## src/rtl/simon_pkg.sv

```systemverilog
// Shared types and constants for the Simon game controller.
// Imported by the interface, the LFSR and the sequencer.
package simon_pkg;

  typedef enum logic [2:0] {
    IDLE,
    ADD,
    PLAY_ON,
    PLAY_OFF,
    LISTEN,
    OVER,
    WIN
  } state_t;

  localparam int CODE_W = 2;

  // x^8 + x^6 + x^5 + x^4 + 1, taps on bits 7,5,4,3
  localparam logic [7:0] LFSR_TAPS = 8'hB8;

endpackage

```

## src/rtl/simon_if.sv

```systemverilog
// Front-end to sequencer bundle: player inputs, playback and status.
// master = button/LED front end, slave = sequencer.
interface simon_if #(
  parameter int MAX_LEN = 16
);
  import simon_pkg::*;

  localparam int LW = $clog2(MAX_LEN + 1);

  logic              start;
  logic [CODE_W-1:0] playerNum;
  logic              playerPressed;
  logic              simonTurn;
  logic [CODE_W-1:0] simonNum;
  logic              simonPressed;
  logic [LW-1:0]     level;
  logic              gameOver;
  logic              gameWon;

  modport master (
    output start, playerNum, playerPressed,
    input  simonTurn, simonNum, simonPressed,
    input  level, gameOver, gameWon
  );

  modport slave (
    input  start, playerNum, playerPressed,
    output simonTurn, simonNum, simonPressed,
    output level, gameOver, gameWon
  );

endinterface

```

## src/rtl/simon_lfsr.sv

```systemverilog
// Free-running 8-bit Fibonacci LFSR; shifts every cycle out of reset.
// A non-zero seed keeps it on the maximal 255-state cycle.
module simon_lfsr
  import simon_pkg::*;
#(
  parameter logic [7:0] SEED = 8'hA5
) (
  input  logic       clk,
  input  logic       rst_n,
  output logic [7:0] q
);

  always_ff @(posedge clk or negedge rst_n) begin
    if (!rst_n) begin
      q <= SEED;
    end else begin
      q <= {q[6:0], ^(q & LFSR_TAPS)};
    end
  end

endmodule

```

## src/rtl/simon_sequencer.sv

```systemverilog
// Simon game FSM: grows the sequence, plays it back, checks the
// player echo and reports level-up, win or game over.
module simon_sequencer
  import simon_pkg::*;
#(
  parameter int         MAX_LEN        = 16,
  parameter int         ON_CYCLES      = 4,
  parameter int         OFF_CYCLES     = 2,
  parameter int         TIMEOUT_CYCLES = 64,
  parameter logic [7:0] LFSR_SEED      = 8'hA5
) (
  input  logic     clk,
  input  logic     rst_n,
  simon_if.slave   bus
);

  localparam int LW   = $clog2(MAX_LEN + 1);
  localparam int TM1  = (ON_CYCLES > OFF_CYCLES) ?
                        ON_CYCLES : OFF_CYCLES;
  localparam int TMAX = (TM1 > TIMEOUT_CYCLES) ?
                        TM1 : TIMEOUT_CYCLES;
  localparam int TW   = $clog2(TMAX + 1);

  localparam logic [LW-1:0] LAST_LEN = LW'(MAX_LEN);
  localparam logic [LW-1:0] ONE      = LW'(1);
  localparam logic [TW-1:0] ON_END   = TW'(ON_CYCLES - 1);
  localparam logic [TW-1:0] OFF_END  = TW'(OFF_CYCLES - 1);
  localparam logic [TW-1:0] TO_END   = TW'(TIMEOUT_CYCLES - 1);

  state_t            state;
  logic [LW-1:0]     len;
  logic [LW-1:0]     idx;
  logic [TW-1:0]     timer;
  logic [7:0]        lfsr;
  logic [CODE_W-1:0] mem [1 << LW];

  logic lastIdx;
  logic hit;
  logic playing;

  simon_lfsr #(.SEED(LFSR_SEED)) uLfsr (
    .clk   (clk),
    .rst_n (rst_n),
    .q     (lfsr)
  );

  assign lastIdx = (idx == len - ONE);
  assign hit     = (bus.playerNum == mem[idx]);
  assign playing = (state == PLAY_ON) || (state == PLAY_OFF);

  // Sequence RAM is deliberately not reset.
  always_ff @(posedge clk) begin
    if (state == ADD) begin
      mem[len] <= lfsr[CODE_W-1:0];
    end
  end

  always_ff @(posedge clk or negedge rst_n) begin
    if (!rst_n) begin
      state <= IDLE;
      len   <= '0;
      idx   <= '0;
      timer <= '0;
    end else begin
      unique case (state)
        IDLE, OVER, WIN: begin
          if (bus.start) begin
            state <= ADD;
            len   <= '0;
          end
        end
        ADD: begin
          len   <= len + ONE;
          idx   <= '0;
          timer <= '0;
          state <= PLAY_ON;
        end
        PLAY_ON: begin
          if (timer == ON_END) begin
            timer <= '0;
            state <= PLAY_OFF;
          end else begin
            timer <= timer + 1'b1;
          end
        end
        PLAY_OFF: begin
          if (timer == OFF_END) begin
            timer <= '0;
            if (lastIdx) begin
              idx   <= '0;
              state <= LISTEN;
            end else begin
              idx   <= idx + ONE;
              state <= PLAY_ON;
            end
          end else begin
            timer <= timer + 1'b1;
          end
        end
        LISTEN: begin
          // a press on the timeout cycle wins over the timeout
          if (bus.playerPressed) begin
            if (!hit) begin
              state <= OVER;
            end else if (lastIdx) begin
              state <= (len == LAST_LEN) ? WIN : ADD;
            end else begin
              idx   <= idx + ONE;
              timer <= '0;
            end
          end else if (timer == TO_END) begin
            state <= OVER;
          end else begin
            timer <= timer + 1'b1;
          end
        end
        default: state <= IDLE;
      endcase
    end
  end

  assign bus.simonTurn    = (state == ADD) || playing;
  assign bus.simonPressed = (state == PLAY_ON);
  assign bus.simonNum     = playing ? mem[idx] : '0;
  assign bus.level        = len;
  assign bus.gameOver     = (state == OVER);
  assign bus.gameWon      = (state == WIN);

endmodule

```

## src/flat_wrapper.sv

```systemverilog
// flat-port wrapper written by rule: the top's interface ports become plain ports
module simon_sequencer_flat import simon_pkg::*;
#(
  parameter int         MAX_LEN        = 16,
  parameter int         ON_CYCLES      = 4,
  parameter int         OFF_CYCLES     = 2,
  parameter int         TIMEOUT_CYCLES = 64,
  parameter logic [7:0] LFSR_SEED      = 8'hA5
)
  (clk, rst_n, bus_start, bus_playerNum, bus_playerPressed, bus_simonTurn, bus_simonNum, bus_simonPressed, bus_level, bus_gameOver, bus_gameWon);
  simon_if #(.MAX_LEN(MAX_LEN)) bus_i ();
  input  logic clk;
  input  logic rst_n;
  input wire logic [$bits(bus_i.start)-1:0] bus_start;
  input wire logic [$bits(bus_i.playerNum)-1:0] bus_playerNum;
  input wire logic [$bits(bus_i.playerPressed)-1:0] bus_playerPressed;
  output wire logic [$bits(bus_i.simonTurn)-1:0] bus_simonTurn;
  output wire logic [$bits(bus_i.simonNum)-1:0] bus_simonNum;
  output wire logic [$bits(bus_i.simonPressed)-1:0] bus_simonPressed;
  output wire logic [$bits(bus_i.level)-1:0] bus_level;
  output wire logic [$bits(bus_i.gameOver)-1:0] bus_gameOver;
  output wire logic [$bits(bus_i.gameWon)-1:0] bus_gameWon;
  assign bus_i.start = bus_start;
  assign bus_i.playerNum = bus_playerNum;
  assign bus_i.playerPressed = bus_playerPressed;
  assign bus_simonTurn = bus_i.simonTurn;
  assign bus_simonNum = bus_i.simonNum;
  assign bus_simonPressed = bus_i.simonPressed;
  assign bus_level = bus_i.level;
  assign bus_gameOver = bus_i.gameOver;
  assign bus_gameWon = bus_i.gameWon;
  simon_sequencer #(.MAX_LEN(MAX_LEN), .ON_CYCLES(ON_CYCLES), .OFF_CYCLES(OFF_CYCLES), .TIMEOUT_CYCLES(TIMEOUT_CYCLES), .LFSR_SEED(LFSR_SEED)) u_core (.clk(clk), .rst_n(rst_n), .bus(bus_i));
endmodule
```

## config.mk

```make
export PLATFORM = sky130hd
export DESIGN_NAME = simon_sequencer_flat
export DESIGN_NICKNAME = d
export VERILOG_FILES = /design/src/rtl/simon_pkg.sv /design/src/rtl/simon_if.sv /design/src/rtl/simon_lfsr.sv /design/src/rtl/simon_sequencer.sv /design/src/flat_wrapper.sv
export SDC_FILE = /design/constraint.sdc
export NUM_CORES = 1
export LEC_CHECK = 0
export CORE_MARGIN = 5
export CORE_UTILIZATION = 25
export CTS_BUF_LIST = sky130_fd_sc_hd__clkbuf_4
export CTS_CLUSTER_DIAMETER = 200
export DETAILED_ROUTE_END_ITERATION = 6
export PLACE_DENSITY = 0.5
export SYNTH_ARGS = -nofsm -noshare
export SYNTH_HDL_FRONTEND = slang
export SYNTH_HIERARCHICAL = 1
export SYNTH_SLANG_ARGS = --single-unit
```

## constraint.sdc

```tcl
create_clock -name clk -period 2.7 [get_ports clk]
set_input_delay 0.405 -clock clk [delete_from_list [all_inputs] [get_ports clk]]
set_output_delay 0.405 -clock clk [all_outputs]
set_load 0.01 [all_outputs]
```

### After elaboration in Yosys (flattened, before gate mapping)

Memory sizes are Yosys's and may differ from the RTL's.
Cells that the tools add are included.

| storage, ports and cells | value |
|---|---|
| flip-flop bits (word level) | 28 |
| latch bits | 0 |
| RAM bits | 64 |
| ROM bits | 0 |
| input bits | 6 |
| output and inout port bits | 11 |
| word-level logic and storage cells | 73 |
| memories kept | 1 |

| cells by class | value |
|---|---|
| add/sub/neg operators | 4 |
| multipliers | 0 |
| div/mod/pow operators | 0 |
| $lt $le $gt $ge | 0 |
| eq/ne operators | 23 |
| shift operators | 0 |
| muxes and demuxes | 28 |
| bitwise logic cells | 0 |
| reduce and logical (&&, ||, !) cells | 12 |

Memory list:

| memory | words | width | rd ports | clocked after Yosys merged registers in | wr ports | line | source |
|---|---|---|---|---|---|---|---|
| u_core.mem | 32 | 2 | 1 | 0 | 1 | simon_sequencer.sv:35 | `logic [CODE_W-1:0] mem [1 << LW];` |

Operator list:

| kind | number |
|---|---|
| 7-bit 2-to-1 mux | 6 |
| 5-bit 2-to-1 mux | 6 |
| 7-bit case mux with 4 select lines | 1 |
| 3-bit 2-to-1 mux | 9 |
| 3-bit case mux with 5 select lines | 1 |
| 5-bit case mux with 3 select lines | 1 |
| 5-bit by 1-bit adder with 5-bit output, second input constant | 2 |
| 5-bit case mux with 2 select lines | 1 |
| 5-bit AND reduction | 2 |
| 3-bit == test, second input constant | 3 |
| 2-bit != test, second input constant | 4 |
| 8-bit XOR reduction | 1 |
| 7-bit by 1-bit adder with 7-bit output, second input constant | 1 |
| 7-bit by 1-bit == test with 1-bit output, second input constant | 1 |
| 7-bit by 2-bit == test with 1-bit output, second input constant | 1 |
| 7-bit by 6-bit == test with 1-bit output, second input constant | 1 |
| 3-bit by 2-bit == test with 1-bit output, second input constant | 2 |
| 3-bit by 2-bit != test with 1-bit output, second input constant | 2 |
| 3-bit != test, second input constant | 2 |
| 5-bit == test | 1 |
| 5-bit == test, second input constant | 1 |
| 5-bit by 1-bit subtractor with 5-bit output, second input constant | 1 |
| 2-bit by 1-bit != test with 1-bit output, second input constant | 2 |
| 4-bit by 3-bit != test with 1-bit output, second input constant | 1 |
| other kinds (12) | 14 |

### Logic depth before layout (Yosys ltp)

Gate-level depths: netlist of the first run.

| logic depth | value |
|---|---|
| word-level depth | 6 |
| gate-level depth with buffers | 11 |
| depth with buffers taken out | 10 |

### Modules after synthesis

The synthesis of the first run kept the hierarchy.

By module, submodules not included:

| module | instances | cells an instance | area an instance (um^2) |
|---|---|---|---|
| simon_sequencer | 1 | 338 | 4,270.3 |
| simon_lfsr | 1 | 11 | 231.5 |

### Worst setup path after synthesis of the first run

No wires, ideal clock.

| timing | value |
|---|---|
| path kind | flip-flop to flip-flop |
| start point | register u_core.len[0], in the netlist u_core/bus.level[0] |
| end point | register u_core.timer[1] |
| data arrival time | 2.295 ns |
| data required time | 2.575 ns |
| slack | 0.280 ns |
| stages on the path, launching flop included | 11 |
| clock period less this slack | 2.420 ns |
| cell sequence | dfrtp_1 inv_1 ha_1 xor2_1 xnor2_1 nand3_1 nor3_1 nor2_1 nand4_4 nand3_2 mux2_4 |

| on the way | value |
|---|---|
| word-level cells in the longest chain between the ends | 4 |

Ends and longest elaborated chain:

| element | line | source |
|---|---|---|
| start: declaration | simon_sequencer.sv:31 | `logic [LW-1:0] len;` |
| start signal: assignment | simon_sequencer.sv:73 | `len <= len + ONE;` |
| 5-bit by 1-bit subtractor with 5-bit output | simon_sequencer.sv:47 | `assign lastIdx = (idx == len - ONE);` |
| 5-bit == test | simon_sequencer.sv:47 |  |
| 3-bit != test (no source line) | -- |  |
| 4-bit AND reduction (no source line) | -- |  |
| end signal: assignment | simon_sequencer.sv:83 | `timer <= timer + 1'b1;` |
| end signal: assignment | simon_sequencer.sv:97 | `timer <= timer + 1'b1;` |
| end signal: assignment | simon_sequencer.sv:114 | `timer <= timer + 1'b1;` |
| end: declaration | simon_sequencer.sv:33 | `logic [TW-1:0] timer;` |

No other way between the ends.
A chain may end at the register's enable or synchronous reset.

### Final worst setup path of the first run

| timing | value |
|---|---|
| start point | register u_core.idx[0] |
| end point | output bus_simonNum[1] |

| on the way | value |
|---|---|
| word-level cells in the longest chain between the ends | 2 |

Ends and longest elaborated chain:

| element | line | source |
|---|---|---|
| start: declaration | simon_sequencer.sv:32 | `logic [LW-1:0] idx;` |
| start signal: assignment | simon_sequencer.sv:93 | `idx <= idx + ONE;` |
| start signal: assignment | simon_sequencer.sv:108 | `idx <= idx + ONE;` |
| memory 32 x 2 bit | -- |  |
| 2-bit 2-to-1 mux | simon_sequencer.sv:124 | `assign bus.simonNum = playing ? mem[idx] : '0;` |
| end: declaration | flat_wrapper.sv:18 | `output wire logic [$bits(bus_i.simonNum)-1:0] bus_simonNum;` |

No other way between the ends.

==> run summary, run 1 <==
Status - finished clean
CTS H-tree depth - 3
Sequential power share - 38.9%
Post-Syn Nets - 363
Critical path peak fanout - 7
Initial Utilization - 25.2%
# DRC - 0
Die H - 144 µm
Unrepaired setup endpoints after global routing - true
Final #Nets - 396
Crit-path cells - buf_12, mux4_2, a211oi_2, a32oi_2, and2_4, buf_2
Bufs and invs on worst path - 2
Internal power - 2880 µW
R2R cell count - 9
Clk sink count - 92
GP Congestion - 0.807
DR pass1 iterations - 4
CTS tree - built
Worst setup SP type - register
Synthesized area - 4500 µm²
GRT Total Usage - 9.97%
Switching Power - 1660 µW
Power per cell area - 865 nW/µm²
Clk root buf - clkbuf_4
Synth warnings - 6
CP endpoint kind - output port
DP Wirelength - 6780 µm
Worst r2r src - u_core/idx[0]
Post-synthesis register bit count - 92
Core ar. - 17800 µm²
Tcrit/Tclk final - 97.7%
Pin count of the biggest net entering global routing - 34
Grt ovf - 0
Measured slew at the worst slew-check pin - 0.604 ns
DR iter-0 viols - 187
Vias - 2867
DR vias/cell - 4.65
Clk_lat worst skew - 0.45 ns
CTS buffer count - 9
Antenna violations before repair - 1
Fin util - 29.4%
Clock power share - 18.8%
CP top delay family - multiplexers
First-pass GRT wire length - 15900 µm
Vias in the first global route - 2862
Std-Cell Rows - 49
Final setup viols - 0
Port Buffers - 16
Sw Ratio - 36.6%
Total wire length - 9790 µm
Final Hold Fails - 0
Leakage - 0.00184 µW
Max-cap viol count - 0
CP max stage cell - mux4_2
Layout cells sized above 1 - 20.7%
Crit path DAT - 2.23 ns
Post-synth EDFFs - 64
Syn Area/Cell - 12.9 µm²
Combinational power share - 42.3%
ANT nets after route - 0
Worst vdd ir - 0.408 mV
Post-synthesis sequential area ratio - 58.4%
Rel. slew slack - 59.7%
Syn Inst Count - 349
R2r endpoint - u_core/timer[1]
Hold/Removal Path Class - input port to async pin
Setup TNS - 0 ns
Clk buf depth - 2
Fin Clk Skew - 0.0168 ns
Ports - 17
CTS clk-pin slew, worst paths - 0.15 ns
P&R area growth vs syn - 16.6%
Drt wl/cell - 15.9 µm
Crit path kind - register to output port
Die Area - 20800 µm²
Async SR Flop Fraction - 30.4%
Critical Path RT - 2.30 ns
Final Max Slew Viols - 0
R2R Setup Slk - 0.11 ns
Top_reg_cell synth - edfxtp_1
Post-synth cell types - 62
Die Wd - 144 µm
Post-route minimum period - 2.64 ns
Largest stage delay on the critical path - 0.51 ns
Max Clk Rate - 0.379 GHz
[cells in the final DEF, fill, tap and decap left out, drive strengths merged, types with 5 or more instances in the layout]
master,instances
mux4,10
nor2,47
nand3,19
buf,24
nor2b,5
inv,11
xor2,6
clkbuf,9
xnor2,10
a21oi,13
o21ai,13
ha,8
clkdlybuf4s50,14
nand2,16
nand3b,5
mux2i,13
dfrtp,24
edfxtp,64
[stage by stage]
step | power [µW] | hold slack [ns] | setup slack (ns) | area, µm² | instances
finish | 4540 | 0.319 | 0.0628 | 5250 | 617
global route | 4840 | 0.334 | -0.0501 | 5250 | 617
CTS | 4550 | 0.308 | 0.0121 | 5220 | 616
detailed placement | 3600 | 0.348 | 0.0740 | 4980 | 596
global placement | 3600 | 0.335 | 0.0967 | 4980 | 596
floorplan | 3080 | 0.109 | 0.280 | 4500 | 349
[kinds of logic (layout without fill, tap and decap cells)]
family | Yosys count | in the layout | share of synthesized area [%]
AOI/OAI and AO/OA | 59 | 59 | 9.64
xor gates and xnor gates | 16 | 16 | 3.70
adders and majority gates | 8 | 8 | 2.22
buffers and inverters | 26 | 64 | 3.31
DFF | 92 | 92 | 58.4
muxes | 24 | 24 | 8.39
other | 0 | 1 | 0
and+or+nand+nor | 124 | 124 | 14.4
[sequential cells by signal, indices dropped and copies added, names as in the netlist]
| register | flops |
|---|---|
| u_core/bus.level | 5 |
| u_core/idx | 5 |
| u_core/mem | 64 |
| u_core/state | 3 |
| u_core/timer | 7 |
| u_core/uLfsr/q | 8 |
[power by group through the flow]
stage | registers, µW | clock network (µW) | logic (µW)
2_1_floorplan | 1720 | 0 | 1370
3_3_place_gp | 1790 | 0 | 1810
3_5_place_dp | 1790 | 0 | 1810
4_1_cts | 1770 | 886 | 1900
5_1_grt | 1790 | 937 | 2110
6_report | 1770 | 853 | 1920
[worst register-to-register path: stages (launching register included)]
cell      delay, ns
dfrtp_1        0.44
buf_6          0.17
mux4_2         0.50
and3_4         0.20
a211oi_4       0.28
nor2_2         0.10
xnor2_4        0.19
nand4_4        0.15
nand3_2        0.18
mux2_4         0.31
[synthesized netlist by cell type, types with 3 or more instances]
master / count / share of area [%]
nor2b_1: 5 / 0.69
a31oi_1: 4 / 0.56
xnor2_1: 8 / 1.6
o21a_1: 3 / 0.50
edfxtp_1: 64 / 43
xor2_1: 6 / 1.2
clkbuf_1: 9 / 0.75
nand3b_1: 5 / 0.83
and3_1: 3 / 0.42
o221ai_1: 3 / 0.58
a21oi_1: 13 / 1.4
inv_1: 10 / 0.83
and2_1: 4 / 0.56
nand3_1: 18 / 2.0
o21ai_0: 9 / 1.0
mux2i_1: 13 / 2.9
dfstp_2: 4 / 2.3
o31ai_1: 3 / 0.50
nand2_1: 16 / 1.3
or3_1: 4 / 0.56
nor2_1: 46 / 3.8
o21ai_1: 4 / 0.44
nand2b_1: 4 / 0.56
nor3_1: 4 / 0.44
mux4_2: 8 / 4.0
buf_2: 3 / 0.33
dfrtp_1: 24 / 13
ha_1: 8 / 2.2
or2_2: 3 / 0.42
[worst max-delay path by stage]
stage / startpoint / to / slack, ns / cells after the start
floorplan: u_core/bus.level[0] / u_core/timer[1] / 0.28 / 10
global placement: u_core/idx[1] / bus_simonNum[1] / 0.1 / 6
detailed placement: u_core/idx[0] / bus_simonNum[1] / 0.07 / 6
CTS: u_core/idx[0] / bus_simonNum[0] / 0.01 / 6
global route: u_core/idx[0] / bus_simonNum[0] / -0.05 / 6
finish: u_core/idx[0] / bus_simonNum[1] / 0.06 / 6
[area by class of cell]
type / count / area, µm²
diodes: 1 / 2.50
well taps: 229 / 287
repair buffers: 38 / 360
fillers: 1794 / 12600
inverters: 10 / 37.5
flip-flops and latches: 92 / 2630
clock inverters: 7 / 98.8
clock buffers: 9 / 67.6
multi-input cells: 231 / 1760
[repair_timing]
item                                    4_1_cts  5_1_grt
pin swaps                                     3        1
buffers inserted                              4        0
endpoints found under the setup margin        3        8
hold buffers                                  0        0
resized for setup                            15        6
[layer usage]
metal	track usage [%]	wire length, µm	share of wire, %
met5	0	0	0
met4	3.58	103	1.1
met3	1.62	278	2.8
met2	15.4	4670	48
met1	14.2	4740	48
No activity file was read; power rests on OpenSTA's default activity.
==> inputs of run 2 (changes only) <==
Settings changed: CORE_ASPECT_RATIO from default to 1.5.
==> run 2 against run 1 <==
Against the previous run: clock skew increased by 0.0062 ns; maximum frequency fell by 1.7%; count of clock-buffer cells in the layout did not move; worst setup slack worse by 0.047 ns; critical path type is now register to register; critical endpoint is now u_core/timer[1]; largest cell class unchanged; highest routed layer unchanged.
==> run summary, run 2 (synthesized netlist as in run 1, its figures left out) <==
Initial Utilization - 25.2% (about the same)
Pre-CTS setup slack - 0.0684 ns (was 0.0740 ns)
Worst vdd ir - 0.210 mV (was 0.408 mV)
Clk root buf - clkbuf_4 (unchanged)
Rel. slew slack - 29.4% (was 59.7%)
Unrepaired setup endpoints after global routing - true (unchanged)
FF/Latch Area - 2630 µm² (unchanged)
Port Buffers - 16 (unchanged)
P&R area growth vs syn - 17.0% (was 16.6%)
CTS clk-pin slew, worst paths - 0.16 ns (was 0.15 ns)
Biggest regs - u_core/mem: 64 flops, u_core/uLfsr/q: 8 flops, u_core/timer: 7 flops (unchanged)
Leakage - 0.00187 µW (was 0.00184 µW)
Crit path kind - register to register (was register to output port)
Reg with most FFs - u_core/mem (unchanged)
Final setup viols - 0 (unchanged)
Combinational power share - 45.3% (was 42.3%)
Layout cells sized above 1 - 21.1% (was 20.7%)
Multi-input gate area - 1770 µm² (was 1760 µm²)
Max Clk Rate - 0.373 GHz (was 0.379 GHz)
Sequential power share - 39.5% (was 38.9%)
Most frequent cells in the layout - edfxtp_1, nor2_1, dfrtp_1 (unchanged)
Clk_lat worst skew - 0.45 ns (about the same)
Total wire length - 10600 µm (was 9790 µm)
Ports - 17 (unchanged)
Pin count of the biggest net entering global routing - 34 (unchanged)
First-pass GRT wire length - 17100 µm (was 15900 µm)
Die H - 174 µm (was 144 µm)
DP Wirelength - 7460 µm (was 6780 µm)
Max-cap viol count - 0 (unchanged)
Antenna violations before repair - 1 (unchanged)
R2R cell count - 10 (was 9)
Power per cell area - 845 nW/µm² (was 865 nW/µm²)
Final #Nets - 402 (was 396)
Measured slew at the worst slew-check pin - 1.06 ns (was 0.604 ns)
Vias - 2936 (was 2867)
Worst setup SP type - register (unchanged)
Core ar. - 17900 µm² (was 17800 µm²)
Std-Cell Rows - 60 (was 49)
Critical Path RT - 3.04 ns (was 2.30 ns)
Fin util - 29.5% (was 29.4%)
CTS H-tree depth - 3 (unchanged)
Crit path DAT - 3.02 ns (was 2.23 ns)
Setup slack after layout - 0.0159 ns (was 0.0628 ns)
Clock power share - 15.2% (was 18.8%)
Clk sink count - 92 (unchanged)
Hold/Removal Path Class - input port to async pin (unchanged)
Worst r2r src - u_core/idx[0] (unchanged)
Fin Clk Skew - 0.0230 ns (was 0.0168 ns)
GRT Total Usage - 10.5% (was 9.97%)
Sw Ratio - 38.3% (was 36.6%)
Tcrit/Tclk final - 99.4% (was 97.7%)
Critical path origin - u_core/idx[0] (unchanged)
Final Hold Fails - 0 (unchanged)
Internal power - 2740 µW (was 2880 µW)
DR iter-0 viols - 223 (was 187)
CP endpoint kind - register (was output port)
R2r endpoint - u_core/timer[1] (unchanged)
Final Max Slew Viols - 0 (unchanged)
Fill cells - 1817 (was 1794)
DR pass1 iterations - 5 (was 4)
# DRC - 0 (unchanged)
Grt ovf - 0 (unchanged)
ANT nets after route - 0 (unchanged)
Most common cell after layout, fill and taps aside - edfxtp_1 (unchanged)
Drt wl/cell - 17.4 µm (was 15.9 µm)
Switching Power - 1710 µW (was 1660 µW)
Status - finished clean (unchanged)
GP Congestion - 0.860 (was 0.807)
CTS tree - built (unchanged)
DR vias/cell - 4.81 (was 4.65)
Critical path peak fanout - 7 (unchanged)
Die Wd - 120 µm (was 144 µm)
Clk buf depth - 2 (unchanged)
Die Area - 20800 µm² (about the same)
R2R Setup Slk - 0.02 ns (was 0.11 ns)
Post-cts hold buffer count - 0 (unchanged)
Post-route minimum period - 2.68 ns (was 2.64 ns)
CTS buffer count - 9 (unchanged)
Largest register FFs - 64 (unchanged)
Vias in the first global route - 3202 (was 2862)
-- run 2: through the flow --
step / total power [µW] / hold slack (ns) / cell area [µm²] / std cells / setup TNS, ns
floorplan: 3080 / 0.109 / 4500 / 349 / 0
detailed placement: 3670 / 0.355 / 5010 / 584 / 0
CTS: 4420 / 0.344 / 5180 / 606 / -0.00832
global placement: 3660 / 0.337 / 5010 / 584 / 0
finish: 4450 / 0.357 / 5270 / 611 / 0
global route: 4730 / 0.366 / 5270 / 611 / -0.443
-- run 2: worst max-delay path, stage by stage, from the launching register on --
cell and delay [ns]:
dfrtp_2 0.49, buf_12 0.16, mux4_2 0.49, and3_4 0.20
a211oi_4 0.25, buf_4 0.17, nor2_4 0.04, xnor2_4 0.16
nand4_4 0.17, nand3_2 0.15, mux2_4 0.30
-- run 2: how the worst max path moves through the flow --
stage,cells past startpoint,end
3_3_place_gp,9,u_core/timer[1]
3_5_place_dp,9,u_core/timer[1]
6_report,10,u_core/timer[1]
4_1_cts,10,u_core/timer[1]
5_1_grt,6,bus_simonNum[1]
2_1_floorplan,10,u_core/timer[1]
-- run 2: layout make-up --
type / instances / area share (%)
timing repair buffer: 44 / 8.32
antenna: 1 / 0.0475
multi-input combinational: 231 / 33.6
clock buffer: 9 / 1.28
sequential: 92 / 50.0
tap: 217 / 5.16
inverter: 10 / 0.713
clock inverter: 7 / 0.927
-- run 2: metal layers --
layer  global-route usage [%]  vias to the layer above  part of all wire (%)
met4                     4.59                        0                   3.0
met2                     20.0                       40                    56
met1                     11.0                     1506                    39
met3                     2.08                       15                   2.5
li1                         -                     1375                     -
met5                        0                        -                     0
-- run 2: timing repair --
| item | in CTS | in global routing |
|---|---|---|
| setup endpoints to repair | 2 | 9 |
| buffers inserted | 5 | 4 |
| pin swaps | 6 | 4 |
| resized for setup | 12 | 13 |
| gates cloned | 1 | 0 |
-- run 2: power by group through the flow --
stage	clock, µW	sequential [µW]	combinational (µW)
after detailed placement	0	1780	1890
final	675	1760	2010
after global routing	753	1780	2200
after CTS	705	1760	1960
after floorplan	0	1720	1370
after global placement	0	1780	1880
